## src/rtl/ctrl_pkg.sv

```systemverilog
// Shared types for the ALUSystem control sequencer: states, opcodes,
// register ids, function codes and the 41-bit control word.
package ctrl_pkg;

  typedef enum logic [2:0] {
    S_IDLE,
    S_FETCH_L,
    S_FETCH_H,
    S_DECODE,
    S_EXEC,
    S_HALT
  } state_t;

  localparam logic [3:0] OP_LDI  = 4'h0;
  localparam logic [3:0] OP_LD   = 4'h1;
  localparam logic [3:0] OP_ST   = 4'h2;
  localparam logic [3:0] OP_LDAR = 4'h3;
  localparam logic [3:0] OP_ADD  = 4'h4;
  localparam logic [3:0] OP_SUB  = 4'h5;
  localparam logic [3:0] OP_AND  = 4'h6;
  localparam logic [3:0] OP_OR   = 4'h7;
  localparam logic [3:0] OP_NOT  = 4'h8;
  localparam logic [3:0] OP_LSL  = 4'h9;
  localparam logic [3:0] OP_BRA  = 4'hA;
  localparam logic [3:0] OP_BEQ  = 4'hB;
  localparam logic [3:0] OP_BNE  = 4'hC;
  localparam logic [3:0] OP_HLT  = 4'hF;

  localparam logic [1:0] ARF_PC = 2'b00;
  localparam logic [1:0] ARF_AR = 2'b01;
  localparam logic [1:0] ARF_SP = 2'b10;

  localparam logic [3:0] RSEL_PC = 4'b0001;
  localparam logic [3:0] RSEL_AR = 4'b0010;
  localparam logic [3:0] RSEL_SP = 4'b0100;

  localparam logic [1:0] FUN_CLR  = 2'b00;
  localparam logic [1:0] FUN_LOAD = 2'b01;
  localparam logic [1:0] FUN_INC  = 2'b10;
  localparam logic [1:0] FUN_DEC  = 2'b11;

  localparam logic [3:0] ALU_PASSA = 4'b0000;
  localparam logic [3:0] ALU_NOT   = 4'b0010;
  localparam logic [3:0] ALU_ADD   = 4'b0100;
  localparam logic [3:0] ALU_SUB   = 4'b0110;
  localparam logic [3:0] ALU_AND   = 4'b0111;
  localparam logic [3:0] ALU_OR    = 4'b1000;
  localparam logic [3:0] ALU_LSL   = 4'b1011;

  typedef struct packed {
    logic [2:0] rf_o1sel;
    logic [2:0] rf_o2sel;
    logic [1:0] rf_funsel;
    logic [3:0] rf_rsel;
    logic [3:0] rf_tsel;
    logic [3:0] alu_funsel;
    logic [1:0] arf_outasel;
    logic [1:0] arf_outbsel;
    logic [1:0] arf_funsel;
    logic [3:0] arf_rsel;
    logic       ir_lh;
    logic       ir_enable;
    logic [1:0] ir_funsel;
    logic       mem_wr;
    logic       mem_cs;
    logic [1:0] mux_asel;
    logic [1:0] mux_bsel;
    logic       mux_csel;
  } ctrl_word_t;

  function automatic ctrl_word_t nop_word();
    ctrl_word_t w;
    w = '0;
    w.mem_cs = 1'b1;
    return w;
  endfunction

  function automatic logic [3:0] rf_onehot(input logic [1:0] r);
    return 4'b1000 >> r;
  endfunction

endpackage

```

## src/rtl/ctrl_decoder.sv

```systemverilog
// Combinational EXEC-cycle decoder: IR contents and Z flag to control word.
// Also flags HLT and the illegal opcodes (D, E) for the sequencer FSM.
import ctrl_pkg::*;

module ctrl_decoder #(
  parameter logic [3:0] HALT_OP = OP_HLT,
  parameter int         IR_W    = 16
) (
  input  logic [IR_W-1:0] ir,
  input  logic            z,
  output ctrl_word_t      word,
  output logic            illegal,
  output logic            halt
);

  logic [3:0] op;
  logic [1:0] rd;
  logic [1:0] rs;
  logic       unused;

  assign op     = ir[15:12];
  assign rd     = ir[11:10];
  assign rs     = ir[9:8];
  assign unused = ^ir[7:0];

  always_comb begin
    word    = nop_word();
    illegal = 1'b0;
    halt    = 1'b0;
    if (op == HALT_OP) begin
      halt = 1'b1;
    end else begin
      unique case (1'b1)
        op == OP_LDI: begin
          word.mux_asel  = 2'b10;
          word.rf_funsel = FUN_LOAD;
          word.rf_rsel   = rf_onehot(rd);
        end
        op == OP_LD: begin
          word.arf_outbsel = ARF_AR;
          word.mem_cs      = 1'b0;
          word.mux_asel    = 2'b01;
          word.rf_funsel   = FUN_LOAD;
          word.rf_rsel     = rf_onehot(rd);
        end
        op == OP_ST: begin
          word.rf_o1sel    = {1'b1, rd};
          word.alu_funsel  = ALU_PASSA;
          word.arf_outbsel = ARF_AR;
          word.mem_cs      = 1'b0;
          word.mem_wr      = 1'b1;
        end
        op == OP_LDAR: begin
          word.mux_bsel   = 2'b10;
          word.arf_funsel = FUN_LOAD;
          word.arf_rsel   = RSEL_AR;
        end
        op >= OP_ADD && op <= OP_LSL: begin
          word.rf_o1sel  = {1'b1, rd};
          word.rf_o2sel  = {1'b1, rs};
          word.mux_asel  = 2'b00;
          word.rf_funsel = FUN_LOAD;
          word.rf_rsel   = rf_onehot(rd);
          unique case (op)
            OP_ADD:  word.alu_funsel = ALU_ADD;
            OP_SUB:  word.alu_funsel = ALU_SUB;
            OP_AND:  word.alu_funsel = ALU_AND;
            OP_OR:   word.alu_funsel = ALU_OR;
            OP_NOT:  word.alu_funsel = ALU_NOT;
            default: word.alu_funsel = ALU_LSL;
          endcase
        end
        op == OP_BRA || (op == OP_BEQ && z) || (op == OP_BNE && !z): begin
          word.mux_bsel   = 2'b10;
          word.arf_funsel = FUN_LOAD;
          word.arf_rsel   = RSEL_PC;
        end
        op == 4'hD || op == 4'hE: illegal = 1'b1;
        default: ;
      endcase
    end
  end

endmodule

```

## src/rtl/control_sequencer.sv

```systemverilog
// Four-cycle fetch/decode/execute sequencer driving ALUSystem controls.
// Define CTRL_ILLEGAL_TRAP_EN to halt on D/E opcodes and add the Illegal port.
import ctrl_pkg::*;

module control_sequencer #(
  parameter logic [3:0] HALT_OP = 4'hF,
  parameter int         IR_W    = 16
) (
  input  logic            Clock,
  input  logic            Reset,
  input  logic [IR_W-1:0] IR_Out,
  input  logic [3:0]      ALU_FlagOut,
  output logic [2:0]      RF_O1Sel,
  output logic [2:0]      RF_O2Sel,
  output logic [1:0]      RF_FunSel,
  output logic [3:0]      RF_RSel,
  output logic [3:0]      RF_TSel,
  output logic [3:0]      ALU_FunSel,
  output logic [1:0]      ARF_OutASel,
  output logic [1:0]      ARF_OutBSel,
  output logic [1:0]      ARF_FunSel,
  output logic [3:0]      ARF_RSel,
  output logic            IR_LH,
  output logic            IR_Enable,
  output logic [1:0]      IR_Funsel,
  output logic            Mem_WR,
  output logic            Mem_CS,
  output logic [1:0]      MuxASel,
  output logic [1:0]      MuxBSel,
  output logic            MuxCSel,
  output logic            Halted,
  output logic [2:0]      SeqState
`ifdef CTRL_ILLEGAL_TRAP_EN
  ,
  output logic            Illegal
`endif
);

`ifdef CTRL_ILLEGAL_TRAP_EN
  localparam bit TRAP = 1'b1;
`else
  localparam bit TRAP = 1'b0;
`endif

  state_t     state;
  state_t     state_nx;
  ctrl_word_t dec_word;
  ctrl_word_t word;
  logic       dec_illegal;
  logic       dec_halt;
  logic       unused;

  assign unused = ^ALU_FlagOut[2:0];

  ctrl_decoder #(
    .HALT_OP(HALT_OP),
    .IR_W   (IR_W)
  ) u_dec (
    .ir     (IR_Out),
    .z      (ALU_FlagOut[3]),
    .word   (dec_word),
    .illegal(dec_illegal),
    .halt   (dec_halt)
  );

  always_ff @(posedge Clock or negedge Reset) begin
    if (!Reset) state <= S_IDLE;
    else        state <= state_nx;
  end

  always_comb begin
    state_nx = state;
    unique case (state)
      S_IDLE:    state_nx = S_FETCH_L;
      S_FETCH_L: state_nx = S_FETCH_H;
      S_FETCH_H: state_nx = S_DECODE;
      S_DECODE:  state_nx = S_EXEC;
      S_EXEC:
        if (dec_halt || (TRAP && dec_illegal)) state_nx = S_HALT;
        else                                   state_nx = S_FETCH_L;
      default:   state_nx = S_HALT;
    endcase
  end

  always_comb begin
    word = nop_word();
    unique case (state)
      S_IDLE: begin
        word.arf_rsel   = RSEL_PC;
        word.arf_funsel = FUN_CLR;
      end
      S_FETCH_L, S_FETCH_H: begin
        word.arf_outbsel = ARF_PC;
        word.mem_cs      = 1'b0;
        word.mem_wr      = 1'b0;
        word.ir_enable   = 1'b1;
        word.ir_lh       = (state == S_FETCH_H);
        word.ir_funsel   = FUN_LOAD;
        word.arf_rsel    = RSEL_PC;
        word.arf_funsel  = FUN_INC;
      end
      S_EXEC:  word = dec_word;
      default: ;
    endcase
  end

`ifdef CTRL_ILLEGAL_TRAP_EN
  always_ff @(posedge Clock or negedge Reset) begin
    if (!Reset)
      Illegal <= 1'b0;
    else if (state == S_EXEC && dec_illegal)
      Illegal <= 1'b1;
  end
`endif

  assign RF_O1Sel    = word.rf_o1sel;
  assign RF_O2Sel    = word.rf_o2sel;
  assign RF_FunSel   = word.rf_funsel;
  assign RF_RSel     = word.rf_rsel;
  assign RF_TSel     = word.rf_tsel;
  assign ALU_FunSel  = word.alu_funsel;
  assign ARF_OutASel = word.arf_outasel;
  assign ARF_OutBSel = word.arf_outbsel;
  assign ARF_FunSel  = word.arf_funsel;
  assign ARF_RSel    = word.arf_rsel;
  assign IR_LH       = word.ir_lh;
  assign IR_Enable   = word.ir_enable;
  assign IR_Funsel   = word.ir_funsel;
  assign Mem_WR      = word.mem_wr;
  assign Mem_CS      = word.mem_cs;
  assign MuxASel     = word.mux_asel;
  assign MuxBSel     = word.mux_bsel;
  assign MuxCSel     = word.mux_csel;
  assign Halted      = (state == S_HALT);
  assign SeqState    = state;

endmodule

```

## config.mk

```make
export PLATFORM = sky130hd
export DESIGN_NAME = control_sequencer
export DESIGN_NICKNAME = d
export VERILOG_FILES = /design/src/rtl/ctrl_pkg.sv /design/src/rtl/ctrl_decoder.sv /design/src/rtl/control_sequencer.sv
export SDC_FILE = /design/constraint.sdc
export NUM_CORES = 1
export LEC_CHECK = 0
export CAP_MARGIN = 0
export CORE_MARGIN = 2
export CORE_UTILIZATION = 35
export CTS_CLUSTER_DIAMETER = 120
export DETAILED_ROUTE_END_ITERATION = 12
export DONT_BUFFER_PORTS = 1
export SLEW_MARGIN = 25
export SYNTH_ARGS = -nofsm -noshare
export SYNTH_HDL_FRONTEND = slang
export SYNTH_SLANG_ARGS = --single-unit
```

## constraint.sdc

```tcl
create_clock -name Clock -period 3.2 [get_ports Clock]
set_input_delay 0.48 -clock Clock [delete_from_list [all_inputs] [get_ports Clock]]
set_output_delay 0.48 -clock Clock [all_outputs]
set_load 0.005 [all_outputs]
```

Word level (Yosys, flattened, before mapping)
Cells that the tools add are included. W data, S select, Z words.

Magnitude comparators: 2. Eq/ne operators: 17. Shifts and indexed selects: 1. Mux-type cells: 23. Reductions and logical operators: 13.

Operator list (count): $mux W22 (1); $eq A4 B4 Y1 const B (5); $pmux W4 S5 (1); $pmux W6 S3 (1); $eq A4 B3 Y1 const B (4); $pmux W3 S5 (1); $mux W12 (1); $pmux W6 S2 (1); $mux W5 (2); $pmux W5 S2 (1); $mux W3 (3); $eq A4 B2 Y1 const B (2); $mux W4 (2); $reduce_or A2 Y1 (4); $mux W7 (1); $eq A3 B2 Y1 const B (2); $eq A3 B3 Y1 const B (2); $mux W6 (1); $eq A4 B1 Y1 const B (1); $ge A4 B3 Y1 const B (1); $le A4 B4 Y1 const B (1); $logic_not A4 Y1 (1); $mux W1 (4); $mux W2 (2); other kinds (8) (11).

Flip-flop bits (word level): 3. Input port bits: 22. Output and inout port bits: 45. Word-level logic and storage cells: 57.

Longest topological paths before layout
Gate-level depths: netlist of run 1.

Depth after elaboration: 8. Depth in mapped cells: 6. Depth with buffers taken out: 3.

Hierarchy
From an unflattened synthesis of run 1, not the netlist that was laid out.

Cell total of the unflattened synthesis: 137. Area, all modules: 913.4 µm².

Modules (own cells, without submodules): control_sequencer (instances 1, cells an instance 69, area an instance 479.2 µm², sequential area each 75.1 µm²); ctrl_decoder (instances 1, cells an instance 68, area an instance 434.2 µm², sequential area each 0.0 µm²).

Worst setup path after synthesis of run 1
No wires, ideal clock.

Kind: register to output. From: register state[1] (netlist: SeqState[1]). To: output MuxBSel[1]. Arrival: 1.761 ns. Required time: 2.720 ns. Path slack: 0.959 ns. Cell stages (with the launch flop): 7. Path buffers: 3. Cell sequence: dfrtp_1 > or3b_1 > buf_2 > or3_1 > buf_6 > o22ai_1 > buf_4.

Word-level cells in the longest chain between the ends: 2.

RTL lines: start: declaration (line control_sequencer.sv:45) `state_t state;`; start signal: assignment (line control_sequencer.sv:68) `else state <= state_nx;`; $eq A3 B3 Y1 (line control_sequencer.sv:87) `unique case (state)`; $mux W5 (line control_sequencer.sv:87); end: declaration (line control_sequencer.sv:29) `output logic [1:0] MuxBSel,`.

No other way between the ends.

Worst setup path in the final report of run 1
From: register state[2] (netlist: SeqState[2]). To: output ARF_FunSel[0].

Word-level cells in the longest chain between the ends: 3. Elaborated cells on any way between the ends: 6. Those cells by class: 3 x eq/ne; 1 x mux; 2 x reduce/logical.

RTL lines: $eq A3 B2 Y1 or $eq A3 B1 Y1 (tied branches) (line control_sequencer.sv:87); $reduce_or A2 Y1 (line control_sequencer.sv:87); $pmux W6 S3 * (line control_sequencer.sv:87); end: declaration (line control_sequencer.sv:21) `output logic [1:0] ARF_FunSel,`.

Mark *: on every way between the ends. The rest lies on a longest branch, timed or not.

==> results of run 1 <==
-- per-layer routing --
layer | part of all wire | vias up
met5 | 0 | -
met4 | 0 | 0
met3 | 0.15 | 0
met2 | 0.48 | 32
met1 | 0.37 | 215
li1 | - | 248
-- cell usage after synthesis (all sizes together) --
| cell type | count |
|---|---|
| buf | 18 |
| nor2 | 9 |
| a21oi | 7 |
| nor3 | 5 |
| clkbuf | 4 |
| nand2 | 4 |
| nor2b | 4 |
| dfrtp | 3 |
| inv | 3 |
| nand2b | 3 |
| a211oi | 2 |
| and2 | 2 |
| nand3 | 2 |
| nor3b | 2 |
| or3b | 2 |
| xnor2 | 2 |
| a211o | 1 |
| a21boi | 1 |
| a21o | 1 |
| a31o | 1 |
| conb | 1 |
| nand4 | 1 |
| nor4b | 1 |
| nor4bb | 1 |
| o21bai | 1 |
| o22a | 1 |
| o22ai | 1 |
| or3 | 1 |
-- worst max-delay path, delay by kind of cell (launching register included) --
kind | cells | cell delay [ps]
AND/OR/NAND/NOR | 2 | 990
AO/OA/AOI/OAI | 1 | 320
flip-flops | 1 | 520
-- layout make-up --
class	instances	area (µm²)
Tap cell	16	20.0
Multi-Input combinational cell	68	380
Sequential cell	3	75.1
Timing Repair Buffer	1	10.0
Clock buffer	4	26.3
Inverter	3	11.3
Fill cell	171	1000
-- power groups by stage --
stage                     clock [W]  combinational [W]  sequential, W
after floorplan                   0           0.000186      0.0000823
final                     0.0000642           0.000159      0.0000992
after global routing      0.0000730           0.000184       0.000106
after global placement            0           0.000156       0.000100
after detailed placement          0           0.000160       0.000100
after CTS                 0.0000676           0.000162       0.000100
-- worst max path at each step --
| stage | from | end | cells past startpoint |
|---|---|---|---|
| 3_5_place_dp | SeqState[2]$_DFF_PN0_ | ARF_FunSel[0] | 3 |
| 6_report | SeqState[2]$_DFF_PN0_ | ARF_FunSel[0] | 3 |
| 2_1_floorplan | SeqState[1]$_DFF_PN0_ | MuxBSel[1] | 6 |
| 3_3_place_gp | SeqState[2]$_DFF_PN0_ | ARF_FunSel[0] | 3 |
| 4_1_cts | SeqState[2]$_DFF_PN0_ | ARF_FunSel[0] | 3 |
| 5_1_grt | SeqState[2]$_DFF_PN0_ | ARF_FunSel[0] | 3 |
-- what timing repair did --
item / 4_1_cts / 5_1_grt
buffers inserted: 0 / 0
hold buffers: 1 / 0
endpoints found under the hold margin: 3 / 0
-- cell families (layout without fill, tap and decap cells) --
family | count (synthesis) | after routing
AO/OA/AOI/OAI | 16 | 16
XOR/XNOR | 2 | 2
buffers and inverters | 25 | 8
flip-flops | 3 | 3
other | 1 | 13
AND/OR/NAND/NOR | 37 | 37
-- metrics by stage --
stage | total power, W | instances | instance area (µm²)
after floorplan | 0.000268 | 96 | 616
after global routing | 0.000363 | 95 | 523
after detailed placement | 0.000260 | 90 | 487
after CTS | 0.000329 | 95 | 523
after global placement | 0.000256 | 90 | 487
final | 0.000322 | 95 | 523
==> results.sh, run 1 <==
export IMPL_status="finished, final reports clean"
export IMPL_p_clk_frac=0.199
export IMPL_ctsHtreeMaxLevel=1
export IMPL_cp_arrival_ps=2060
export IMPL_grt_pass1_wl_um=1580
export IMPL_muxShareOfSynthArea=0
export IMPL_crit_required_ps=2720
export IMPL_setup_slack_ps=662
export IMPL_final_common_cell="conb_1"
export IMPL_cts_tree="done"
export IMPL_fin_util=0.343
export IMPL_hold_path_class="in -> reg"
export IMPL_finalClockSkew_ps=0.509
export IMPL_clockBufferDepth=2
export IMPL_antenna_found_initial=0
export IMPL_vias_per_cell=5.21
export IMPL_r2r_cells=2
export IMPL_largest_register_ffs=3
export IMPL_synthXorXnorAreaFrac=0.0307
export IMPL_hold_viol_final=0
export IMPL_gp_congestion=0.752
export IMPL_io_pins=67
export IMPL_cp_max_fo=12
export IMPL_cts_root_buf="clkbuf_4"
export IMPL_fin_setup_tns_ps=0
export IMPL_comb_power_share=0.493
export IMPL_synth_simple_gate_area_frac=0.366
export IMPL_die_y_um=44.4
export IMPL_p_seq_frac=0.308
export IMPL_avgRoutedWirePerCell_um=12.2
export IMPL_place_ws_ps=899
export IMPL_clock_fmax_mhz=394
export IMPL_synthCells=84
export IMPL_r2r_slack_ps=2200
export IMPL_period_minus_slack_ps=2540
export IMPL_irDropWorstVdd_mv=0.272
export IMPL_diodes=0
export IMPL_cts_resized_gates=0
export IMPL_endpoint_kind="output port"
export IMPL_crit_path_top_delay_cell="dfrtp_1"
export IMPL_die_width_um=44.4
export IMPL_slew_viol_final=0
export IMPL_synth_cell_types=32
export IMPL_use_met1=0.121
export IMPL_rsz0062_at_grt="false"
export IMPL_finalCritPeriodShare=0.793
export IMPL_cts_buffers=3
export IMPL_synth_compound_area_frac=0.184
export IMPL_hold_end="SeqState[2]$_DFF_PN0_"
export IMPL_mostFrequentLayoutCells="conb_1, nor2_1, a21oi_1, nor3_1"
export IMPL_reg2reg_to="SeqState[1]$_DFF_PN0_"
export IMPL_seq_area_frac_synth=0.132
export IMPL_drtPass1Iterations=4
export IMPL_busiest_layer="met2"
export IMPL_numPortBuffers=0
export IMPL_synth_top_family_by_area="simple AND/OR/NAND/NOR gates"
export IMPL_power_density_nw_per_um2=616
export IMPL_max_cap_viol_count=0
export IMPL_reg2reg_from="SeqState[1]$_DFF_PN0_"
export IMPL_synth_area_leaders="buf_4, dfrtp_1, a21oi_1"
export IMPL_grt_ovfl_total=0
export IMPL_synth_area_per_cell_um2=6.79
export IMPL_routed_wirelength_um=1160
export IMPL_slowest_delay_ps=520
export IMPL_crit_path_start_kind="register"
export IMPL_power_switching_w=0.000156
export IMPL_synthAdderAreaFrac=0
export IMPL_clock_sinks=3
export IMPL_crit_chain="or3b_1 > or3_1 > o22ai_1"
export IMPL_synth_seq_cells=3
export IMPL_power_leakage_nw=0.215
export IMPL_dp_hpwl_um=967
export IMPL_grt_pass1_vias=359
export IMPL_grt_use_total=0.113
export IMPL_coreArea_um2=1520
export IMPL_synth_top_cell_by_area="buf_4"
export IMPL_yosys_warnings=0
export IMPL_grt_start_max_net_pins=13
export IMPL_synth_top_cell_area_share=0.197
export IMPL_synth_area_um2=571
export IMPL_die_area_um2=1970
export IMPL_intPower_w=0.000166
export IMPL_hold_depth=2
export IMPL_drive_gt1_frac=0.0759
export IMPL_whs_ps=434
export IMPL_p_sw_frac=0.485
export IMPL_grt_use_met2=0.171
export IMPL_crit_type="reg -> out"
export IMPL_initial_core_util=0.374
export IMPL_hp_start="IR_Out[13]"
export IMPL_setup_viol=0
export IMPL_syn_to_final_growth_pct=-8.33
export IMPL_nets=102
export IMPL_insertion_delay_ps=230
export IMPL_path_clk_slew_ps=30
export IMPL_drt_iter0_drc=8
export IMPL_drc_errors=0
export IMPL_vias=495
export IMPL_drtAntennaViolNets=0
export IMPL_grt_use_met3=0.0490
export IMPL_num_rows=14
No activity file was read; power rests on OpenSTA's default activity.
==> run 2, diff against run 1 <==
clock period = 2.3 ns   (was 3.2 ns; I/O delays follow)
==> run 2 against run 1 <==
Net effect:
- design area grew 6.9%
- clock skew rose by 0.86 ps
- utilization grew 2.4 points
- clock power increased by 39%
- sequential share of layout area decreased by 0.93 points
- first-iteration DRC count down 50%
- final cell count increased by 4.2%
- register-to-register slack worse by 910 ps
- via count up 2.6%
- flip-flop and latch count is the same
- critical endpoint unchanged
==> results.sh, run 2 (synthesized netlist as in run 1, its figures left out) <==
export IMPL_multi_input_area_um2=387
export IMPL_irDropWorstVdd_mv=0.338
export IMPL_power_w=0.000488
export IMPL_dp_cells=94
export IMPL_crit_chain="or3b_1 > or3_1 > o22ai_2"
export IMPL_status="finished, final reports clean"
export IMPL_clock_fmax_mhz=467
export IMPL_grt_use_total=0.118
export IMPL_num_rows=14
export IMPL_largest_register_ffs=3
export IMPL_grt_start_max_net_pins=12
export IMPL_drtPass1Iterations=2
export IMPL_drtAntennaViolNets=0
export IMPL_hold_path_class="in -> reg"
export IMPL_nets=106
export IMPL_finalCritPeriodShare=0.931
export IMPL_rsz0062_at_grt="false"
export IMPL_crit_path_start_kind="register"
export IMPL_gp_congestion=0.769
export IMPL_fin_setup_tns_ps=0
export IMPL_cp_arrival_ps=1800
export IMPL_use_met1=0.123
export IMPL_vias_per_cell=5.13
export IMPL_crit_buf_inv=0
export IMPL_die_width_um=44.4
export IMPL_routed_wirelength_um=1230
export IMPL_numPortBuffers=0
export IMPL_reg2reg_to="SeqState[1]$_DFF_PN0_"
export IMPL_hold_depth=2
export IMPL_r2r_cells=3
export IMPL_r2r_slack_ps=1290
export IMPL_hold_viol_final=0
export IMPL_drive_gt1_frac=0.133
export IMPL_cts_buffers=3
export IMPL_io_pins=67
export IMPL_final_common_cell="conb_1"
export IMPL_die_area_um2=1970
export IMPL_grt_use_met3=0.0408
export IMPL_syn_to_final_growth_pct=-1.97
export IMPL_max_cap_viol_count=0
export IMPL_seqCellArea_um2=75.1
export IMPL_die_y_um=44.4
export IMPL_drc_errors=0
export IMPL_hp_start="IR_Out[13]"
export IMPL_fill_cells=167
export IMPL_clockBufferDepth=2
export IMPL_coreArea_um2=1520
export IMPL_mostFrequentLayoutCells="conb_1, nor2_1, a21oi_1, nor3_1"
export IMPL_insertion_delay_ps=230
export IMPL_post_cts_buffers=0
export IMPL_cts_tree="done"
export IMPL_cp_top_family="simple AND/OR/NAND/NOR gates"
export IMPL_dp_hpwl_um=1010
export IMPL_grt_pass1_vias=394
export IMPL_grt_use_met2=0.191
export IMPL_whs_ps=279
export IMPL_drt_iter0_drc=4
export IMPL_initial_core_util=0.374
export IMPL_power_leakage_nw=0.235
export IMPL_ctsHtreeMaxLevel=1
export IMPL_crit_path_top_delay_cell="or3_1"
export IMPL_endpoint_kind="output port"
export IMPL_antenna_found_initial=0
export IMPL_clock_sinks=3
export IMPL_vias=508
export IMPL_avgRoutedWirePerCell_um=12.4
export IMPL_crit_required_ps=1960
export IMPL_period_minus_slack_ps=2140
export IMPL_busiest_layer="met2"
export IMPL_grt_pass1_wl_um=1680
export IMPL_power_density_nw_per_um2=873
export IMPL_cp_max_fo=7
export IMPL_reg2reg_from="SeqState[0]$_DFF_PN0_"
export IMPL_diodes=0
export IMPL_crit_type="reg -> out"
export IMPL_hold_end="SeqState[2]$_DFF_PN0_"
export IMPL_setup_viol=0
export IMPL_layout_cells_non_filler=99
export IMPL_grt_ovfl_total=0
export IMPL_slew_viol_final=0
export IMPL_slowest_delay_ps=450
export IMPL_path_clk_slew_ps=30
export IMPL_cts_root_buf="clkbuf_4"
export IMPL_finalClockSkew_ps=1.37
==> run 2: changes by cell type in the layout (fill, tap and decap cells not counted), sizes merged <==
cell,previous run,this run
buf,0,4
==> run 2: power by group <==
part	internal [W]	switching [W]	leakage (nW)
sequential	0.0000796	0.0000229	0.0357
combinational	0.000119	0.000178	0.185
clock	0.0000648	0.0000244	0.0150
==> run 2: through the flow <==
step / setup slack, ps / utilization / cell area (µm²)
detailed placement: 343 / 0.339 / 517
CTS: 92.2 / 0.363 / 553
finish: 158 / 0.367 / 559
global placement: 345 / 0.339 / 517
floorplan: 194 / - / 616
global route: 50.5 / 0.367 / 559
==> run 2: how the worst max path moves through the flow <==
stage                          start  slack (ps)             to  cells past startpoint
6_report       SeqState[1]$_DFF_PN0_         160  ARF_FunSel[0]                      3
2_1_floorplan  SeqState[1]$_DFF_PN0_         190     MuxBSel[1]                      6
3_3_place_gp   SeqState[1]$_DFF_PN0_         350  ARF_FunSel[0]                      3
3_5_place_dp   SeqState[1]$_DFF_PN0_         340  ARF_FunSel[0]                      3
5_1_grt        SeqState[1]$_DFF_PN0_          50     RF_RSel[0]                      4
4_1_cts        SeqState[1]$_DFF_PN0_          90  ARF_FunSel[0]                      3
==> run 2: cell type report <==
type                            count  share of cell area
Clock buffer                        4              0.0470
Inverter                            3              0.0201
Multi-Input combinational cell     68               0.691
Sequential cell                     3               0.134
Tap cell                           16              0.0358
Timing Repair Buffer                5              0.0716
==> run 2: worst register-to-register path, cell delays in order, from the launching register on <==
cell	delay, ps
dfrtp_1	370
buf_4	160
xnor2_1	270
nor2_1	80
==> run 2: what timing repair did <==
action	in CTS	in global routing
gates resized for setup	0	1
hold buffers	1	0
setup endpoints to repair	0	2
hold endpoints to repair	3	0
==> run 2: routing by layer <==
layer | part of all wire | up-vias
met2 | 0.49 | 32
met5 | 0 | -
li1 | - | 253
met3 | 0.13 | 0
met1 | 0.38 | 223
met4 | 0 | 0
==> run 3, diff against run 2 <==
SKIP_CTS_REPAIR_TIMING = 1   (was default)
==> run 3 against run 2 <==
Net effect:
- wire length is 1.6% higher
- clock skew about the same
- utilization stayed put
- critical endpoint unchanged
==> results.sh, run 3 (synthesized netlist as in run 1, its figures left out) <==
export IMPL_status="finished, final reports clean"
export IMPL_wl_met1_um=461
export IMPL_drt_iter0_drc=4
export IMPL_crit_path_top_delay_cell="dfrtp_1"
export IMPL_grt_use_total=0.117
export IMPL_path_clk_slew_ps=30
export IMPL_grt_ovfl_total=0
export IMPL_irDropWorstVdd_mv=0.335
export IMPL_grt_pass1_vias=390
export IMPL_largest_register_ffs=3
export IMPL_intPower_w=0.000263
export IMPL_p_sw_frac=0.465
export IMPL_rsz0062_at_grt="false"
export IMPL_num_rows=14
export IMPL_slowest_delay_ps=440
export IMPL_clock_sinks=3
export IMPL_p_clk_frac=0.182
export IMPL_antenna_found_initial=0
export IMPL_endpoint_kind="output port"
export IMPL_vias_per_cell=5.17
export IMPL_diodes=0
export IMPL_die_area_um2=1970
export IMPL_clock_fmax_mhz=466
export IMPL_finalCritPeriodShare=0.933
export IMPL_layout_cells_non_filler=99
export IMPL_place_ws_ps=343
export IMPL_coreArea_um2=1520
export IMPL_cp_arrival_ps=1800
export IMPL_vias=512
export IMPL_grt_pass1_wl_um=1660
export IMPL_nets=106
export IMPL_crit_type="reg -> out"
export IMPL_placed_area_um2=517
export IMPL_drc_errors=0
export IMPL_setup_viol=0
export IMPL_drtAntennaViolNets=0
export IMPL_grt_start_max_net_pins=12
export IMPL_period_minus_slack_ps=2150
export IMPL_die_y_um=44.4
export IMPL_crit_chain="or3b_1 > or3_1 > o22ai_2"
export IMPL_cts_buffers=3
export IMPL_mostFrequentLayoutCells="conb_1, nor2_1, a21oi_1, nor3_1"
export IMPL_comb_power_share=0.609
export IMPL_gp_congestion=0.769
export IMPL_highest_layer="met3"
export IMPL_fin_setup_tns_ps=0
export IMPL_clockBufferDepth=2
export IMPL_insertion_delay_ps=230
export IMPL_syn_to_final_growth_pct=-1.97
export IMPL_power_density_nw_per_um2=878
export IMPL_drtPass1Iterations=4
export IMPL_io_pins=67
export IMPL_power_leakage_nw=0.235
export IMPL_p_seq_frac=0.210
export IMPL_crit_required_ps=1960
export IMPL_final_common_cell="conb_1"
export IMPL_die_width_um=44.4
export IMPL_cp_max_fo=7
export IMPL_crit_path_start_kind="register"
export IMPL_slew_viol_final=0
export IMPL_dp_cells=94
export IMPL_finalClockSkew_ps=1.38
export IMPL_dp_hpwl_um=1010
export IMPL_routed_wl_met2_um=623
export IMPL_cts_root_buf="clkbuf_4"
export IMPL_power_switching_w=0.000228
export IMPL_initial_core_util=0.374
export IMPL_cts_tree="done"
export IMPL_hold_path_class="in -> reg"
export IMPL_postLayoutCellArea_um2=559
export IMPL_r2r_slack_ps=1290
export IMPL_avgRoutedWirePerCell_um=12.6
export IMPL_max_cap_viol_count=0
export IMPL_wl_met3_um=159
export IMPL_ctsHtreeMaxLevel=1
export IMPL_whs_ps=280
export IMPL_setup_slack_ps=154
export IMPL_numPortBuffers=0
export IMPL_routed_wirelength_um=1240
export IMPL_hold_viol_final=0
export IMPL_drive_gt1_frac=0.133
## run 3: cell counts in the layout (fill, tap and decap cells not counted)
No cell type changed its count.
## run 3: final cells by class
class,instances,area [µm²]
Inverter,3,11.3
Clock buffer,4,26.3
Sequential cell,3,75.1
Multi-Input combinational cell,68,387
Tap cell,16,20.0
Fill cell,171,965
Timing Repair Buffer,5,40.0
## run 3: critical path, delay by kind of cell, from the launching register on
family / cells / cell delay (ps)
simple gates: 2 / 860
compound gates: 1 / 260
flops: 1 / 440
## run 3: per-layer routing
metal  vias up  track usage
li1        253            -
met1       227        0.121
met2        32        0.191
met3         0       0.0408
met4         0       0.0909
met5         -            0
## run 3: final timing paths
path,from,end,depth (start not counted)
max,SeqState[1]$_DFF_PN0_,ARF_FunSel[0],3
min,IR_Out[13],SeqState[2]$_DFF_PN0_,2
max reg2reg,SeqState[0]$_DFF_PN0_,SeqState[1]$_DFF_PN0_,3
min reg2reg,SeqState[2]$_DFF_PN0_,SeqState[1]$_DFF_PN0_,2
max in group asynchronous,Reset,SeqState[0]$_DFF_PN0_,1
min in group asynchronous,Reset,SeqState[1]$_DFF_PN0_,1
## run 3: power by group through the flow
stage	Combinational [W]	Clock, W	Sequential (W)
floorplan	0.000258	0	0.000115
global placement	0.000292	0	0.000101
detailed placement	0.000297	0	0.000103
CTS	0.000297	0.0000941	0.000103
global route	0.000333	0.000103	0.000107
finish	0.000299	0.0000892	0.000103
## run 3: per-stage QoR
| stage | power, W | util |
|---|---|---|
| floorplan | 0.000373 | - |
| global placement | 0.000394 | 0.339 |
| detailed placement | 0.000400 | 0.339 |
| CTS | 0.000494 | 0.356 |
| global route | 0.000544 | 0.367 |
| finish | 0.000491 | 0.367 |
